`config.mk`:
```
export PLATFORM = sky130hd
export DESIGN_NAME = dt_pack
export DESIGN_NICKNAME = d
export VERILOG_FILES = /design/src/rtl/dt_pack.sv
export SDC_FILE = /design/constraint.sdc
export NUM_CORES = 1
export LEC_CHECK = 0
export BUFFER_PORTS_ARGS = -buffer_cell sky130_fd_sc_hd__buf_4
export CORE_MARGIN = 2
export CORE_UTILIZATION = 25
export DETAILED_ROUTE_END_ITERATION = 8
export PLACE_DENSITY = 0.39
export SYNTH_ARGS = -nofsm -noshare
export SYNTH_HDL_FRONTEND = slang
export SYNTH_SLANG_ARGS = --single-unit
```
`constraint.sdc`:
```
create_clock -name clk -period 2.75 [get_ports clk]
set_input_delay 0.55 -clock clk [delete_from_list [all_inputs] [get_ports clk]]
set_output_delay 0.55 -clock clk [all_outputs]
set_load 0.02 [all_outputs]
```
`src/rtl/dt_pack.sv`:
```
// Packs a 128x128 8-bit distance map into a 1-bit-per-pixel image, 16 pixels per word.
// Optional build macro DT_BORDER_CLR_EN forces every pixel on the image border to 0.
module dt_pack #(
  parameter logic [7:0] THRESH = 8'd1
) (
  input  logic        clk,
  input  logic        reset,
  input  logic        start,
  output logic        busy,
  output logic        done,
  output logic        res_rd,
  output logic [13:0] res_addr,
  input  logic [7:0]  res_di,
  output logic        pk_wr,
  output logic [9:0]  pk_addr,
  output logic [15:0] pk_do
);

`ifdef DT_BORDER_CLR_EN
  localparam bit BorderClr = 1'b1;
`else
  localparam bit BorderClr = 1'b0;
`endif

  typedef enum logic [1:0] {IDLE, READ, DRAIN, DONE} state_t;

  state_t      state_q, state_d;
  logic        busy_q, busy_d;
  logic        done_q, done_d;
  logic        rd_q, rd_d;
  logic [13:0] addr_q, addr_d;
  logic        wr_q, wr_d;
  logic [9:0]  pka_q, pka_d;
  logic [15:0] pkd_q, pkd_d;
  logic [14:0] sh_q, sh_d;
  logic        b;

  // Pixel bit for the address currently on res_addr (its data is on res_di this cycle).
  function automatic logic pix_bit(input logic [7:0] di, input logic [13:0] idx);
    logic edge_px;
    edge_px = (idx[13:7] == 7'd0) || (idx[13:7] == 7'd127) ||
              (idx[6:0] == 7'd0) || (idx[6:0] == 7'd127);
    return (di >= THRESH) && !(BorderClr && edge_px);
  endfunction

  always_comb begin
    state_d = state_q;
    busy_d  = busy_q;
    done_d  = 1'b0;
    rd_d    = rd_q;
    addr_d  = addr_q;
    wr_d    = 1'b0;
    pka_d   = pka_q;
    pkd_d   = pkd_q;
    sh_d    = sh_q;
    b       = 1'b0;

    // Capture stage: a read issued last edge returns its data at this edge.
    if (rd_q) begin
      b    = pix_bit(res_di, addr_q);
      sh_d = {sh_q[13:0], b};
      if (addr_q[3:0] == 4'hF) begin
        wr_d  = 1'b1;
        pkd_d = {sh_q, b};
        pka_d = addr_q[13:4];
      end
    end

    unique case (state_q)
      IDLE: begin
        if (start) begin
          rd_d    = 1'b1;
          addr_d  = 14'd0;
          busy_d  = 1'b1;
          state_d = READ;
        end
      end
      READ: begin
        if (addr_q == 14'h3FFF) begin
          rd_d    = 1'b0;
          state_d = DRAIN;
        end else begin
          addr_d = addr_q + 14'd1;
        end
      end
      DRAIN: begin
        busy_d  = 1'b0;
        done_d  = 1'b1;
        state_d = DONE;
      end
      DONE: begin
        state_d = IDLE;
      end
      default: begin
        state_d = IDLE;
      end
    endcase
  end

  always_ff @(posedge clk or negedge reset) begin
    if (!reset) begin
      state_q <= IDLE;
      busy_q  <= 1'b0;
      done_q  <= 1'b0;
      rd_q    <= 1'b0;
      addr_q  <= 14'd0;
      wr_q    <= 1'b0;
      pka_q   <= 10'd0;
      pkd_q   <= 16'd0;
      sh_q    <= 15'd0;
    end else begin
      state_q <= state_d;
      busy_q  <= busy_d;
      done_q  <= done_d;
      rd_q    <= rd_d;
      addr_q  <= addr_d;
      wr_q    <= wr_d;
      pka_q   <= pka_d;
      pkd_q   <= pkd_d;
      sh_q    <= sh_d;
    end
  end

  assign busy     = busy_q;
  assign done     = done_q;
  assign res_rd   = rd_q;
  assign res_addr = addr_q;
  assign pk_wr    = wr_q;
  assign pk_addr  = pka_q;
  assign pk_do    = pkd_q;

endmodule

```
==> impl_metrics.json <==
{
  "cts.root.buffer_cell": "sky130_fd_sc_hd__clkbuf_8",
  "yosys_register_bits": 61,
  "timing.setup.tns_ns": 0,
  "avgViaCountPerCell": 4.68,
  "synth.most_common_cell": "sky130_fd_sc_hd__dfrtp_1",
  "layout.cell_area.non_filler_sq_um": 3510,
  "min_period_ns": 2.15,
  "area_delta_synth_final_pct": 29.1,
  "slew_headroom": 0.471,
  "floorplan.die.width_microns": 108,
  "rsz0062_at_grt": "false",
  "yosysWarningCount": 0,
  "async_flop_share": 1.00,
  "die-area_sq_um": 11700,
  "route.detailed.drc": 0,
  "gr-total-overflow": 0,
  "io_count": 55,
  "port_buffers": 54,
  "timing.critical_path.from": "res_addr[0]$_DFFE_PN0P_",
  "route.antenna.remaining_nets": 0,
  "synth.area.top_cells": "sky130_fd_sc_hd__dfrtp_1 (56%), sky130_fd_sc_hd__mux2_2 (16%), sky130_fd_sc_hd__ha_1 (2.8%), sky130_fd_sc_hd__o21ai_0 (2.8%), sky130_fd_sc_hd__nand3_1 (2.0%)",
  "fin_worst_skew_ns": 0.00947,
  "drive_gt1_frac": 0.427,
  "synth_seq_area_share": 0.561,
  "worst_hold_path_type": "in -> async",
  "worst-slew-pin-transition_ns": 0.794,
  "synth_top_area_cell": "sky130_fd_sc_hd__dfrtp_1",
  "netlist_top_cells_count": "sky130_fd_sc_hd__dfrtp_1 (61), sky130_fd_sc_hd__mux2_2 (39), sky130_fd_sc_hd__o21ai_0 (15)",
  "num_vias": 1971,
  "cts_hold_buf": 0,
  "drt_first_iter_violations": 76,
  "core_area_sq_um": 10700,
  "number_of_buffers_created_by_cts": 9,
  "clock_sink_count": 61,
  "grt_max_degree": 62,
  "reg2reg_from": "res_addr[0]$_DFFE_PN0P_",
  "postSynthNetCount": 234,
  "htree_num_levels": 3,
  "power.switching_fraction": 0.225,
  "synth_top_area_frac": 0.561,
  "clk_network_pwr_share": 0.496,
  "post-route-period-util": 0.780,
  "drv_cap": 0,
  "result_of_the_run": "finished, final reports clean",
  "grt_pass1_vias": 1925,
  "ir_worst_vdd_mv": 0.171,
  "hpwl_microns": 4120,
  "ctsResizeCount": 0,
  "power.internal_w": 0.00142,
  "max_freq_mhz": 466,
  "num_rows": 38,
  "wl_microns": 6380,
  "number_of_antenna_violations_at_the_first_check_in_global_routing": 0,
  "cellPowerDensity_nw_per_um2": 523,
  "crit_arrival_ns": 2.37,
  "place_congestion": 0.746,
  "die_h_microns": 108,
  "cp-end-kind": "flop",
  "finalHoldViolCount": 0,
  "grt_usage": 0.115,
  "cts.reportedPaths.clkPinSlew_ns": 0.08,
  "design.final.nets": 293,
  "synth-edff-count": 0,
  "synth_ff_type": "sky130_fd_sc_hd__dfrtp_1",
  "timing.critical_path.fanout_max": 8,
  "critical_path_required_ns": 2.98,
  "clk_latency_ns": 0.35,
  "worst_setup_path_start_kind": "flop",
  "dpl_cell_area_sq_um": 3290,
  "power_frac_seq": 0.488,
  "grt_first_pass_wirelength_microns": 10200,
  "synth_cells": 217,
  "path_class": "reg -> reg",
  "synth_cell_type_count": 39,
  "power.net_switching_w": 0.000414,
  "cts_tree": "done",
  "p_leak_nw": 1.69,
  "initial_utilization": 0.253,
  "post_cts.repair.setup_buffers": 0,
  "setup_viol": 0,
  "syn_avg_cell_area_sq_um": 12.5,
  "ff2ff_setup_slack_ns": 0.60,
  "firstDrtPassIters": 4,
  "post_synth_instance_area_sq_um": 2720,
  "antennaDiodeCount": 0,
  "cts.path.max_buffers": 2,
  "maxSlewViolCount": 0,
  "post_drt_wl_per_cell_microns": 15.2,
  "pwr-share-comb": 0.016
}
## worst paths after layout
| path | to | cells past startpoint |
|---|---|---|
| worst min register to register | pk_do[0]$_DFFE_PN0P_ | 2 |
| max in group asynchronous | sh_q[13]$_DFFE_PN0P_ | 1 |
| worst max register to register | state_q[1]$_DFFE_PN0P_ | 5 |
| min in group clk | pk_do[0]$_DFFE_PN0P_ | 2 |
| worst min-delay path | pk_do[2]$_DFFE_PN0P_ | 1 |
| worst max-delay path | state_q[1]$_DFFE_PN0P_ | 5 |
## stage by stage
| step | total power [W] | hold WS [ns] | setup slack (ns) | cells | utilization |
|---|---|---|---|---|---|
| global route | 0.00191 | 0.346 | 0.488 | 421 | 0.327 |
| global placement | 0.000945 | 0.469 | 0.662 | 405 | 0.306 |
| finish | 0.00184 | 0.285 | 0.604 | 421 | 0.327 |
| detailed placement | 0.000946 | 0.486 | 0.626 | 405 | 0.306 |
| CTS | 0.00188 | 0.314 | 0.604 | 421 | 0.327 |
| floorplan | 0.000915 | 0.254 | 0.578 | 217 | - |
## cell type report
class | instances | area [sq um]
sequential | 61 | 1530
multi-input combinational | 139 | 1120
tap | 140 | 175
clock inverter | 6 | 95.1
fill | 1120 | 7230
timing repair buffer | 60 | 450
inverter | 5 | 18.8
clock buffer | 10 | 128
## layer usage
| layer | track usage | vias up | routed length (microns) |
|---|---|---|---|
| met5 | 0 | - | 0 |
| met4 | 0.0632 | 0 | 145 |
| met3 | 0.0259 | 11 | 269 |
| met2 | 0.172 | 54 | 2950 |
| met1 | 0.154 | 988 | 3010 |
| li1 | - | 918 | - |
## placed cells by master (no fill, tap or decap), drive strengths merged, types with 2 or more instances in the layout
master,n
a21oi,6
and3,2
and4,3
buf,60
bufinv,2
clkbuf,10
clkinv,3
dfrtp,61
ha,6
inv,6
mux2,40
mux2i,3
nand2,6
nand2b,5
nand3,12
nand3b,2
nand4,7
nor2,7
nor4,2
o211ai,2
o21ai,15
o2bb2ai,2
o311ai,5
or3,2
or4,5
## cell families (layout without fill, tap and decap cells)
kind of cell / count (synthesis) / count (layout) / share of synthesized area
mux: 43 / 43 / 0.177
compound gates: 34 / 34 / 0.0846
simple gates: 56 / 56 / 0.122
flops: 61 / 61 / 0.561
buf+inv: 17 / 81 / 0.0280
fa+ha+maj: 6 / 6 / 0.0276
## power by group through the flow
| stage | sequential, W | clock [W] | combinational [W] |
|---|---|---|---|
| floorplan | 0.000914 | 0 | 0.000000630 |
| global placement | 0.000914 | 0 | 0.0000314 |
| detailed placement | 0.000914 | 0 | 0.0000317 |
| CTS | 0.000896 | 0.000947 | 0.0000316 |
| global route | 0.000896 | 0.000984 | 0.0000342 |
| finish | 0.000896 | 0.000912 | 0.0000292 |
## sequential cells by signal, summed over array words and instances, names as in the netlist
register  flops
busy          1
done          1
pk_addr      10
pk_do        16
pk_wr         1
res_addr     14
res_rd        1
sh_q         15
state_q       2
## critical path, cell delays in order, from the launching register on
cell and delay, ns:
sky130_fd_sc_hd__dfrtp_1 0.44, sky130_fd_sc_hd__ha_1 0.24, sky130_fd_sc_hd__nand3_2 0.17, sky130_fd_sc_hd__or4_4 0.64, sky130_fd_sc_hd__a21oi_4 0.20, sky130_fd_sc_hd__mux2_1 0.33
No activity file was read; power rests on OpenSTA's default activity.
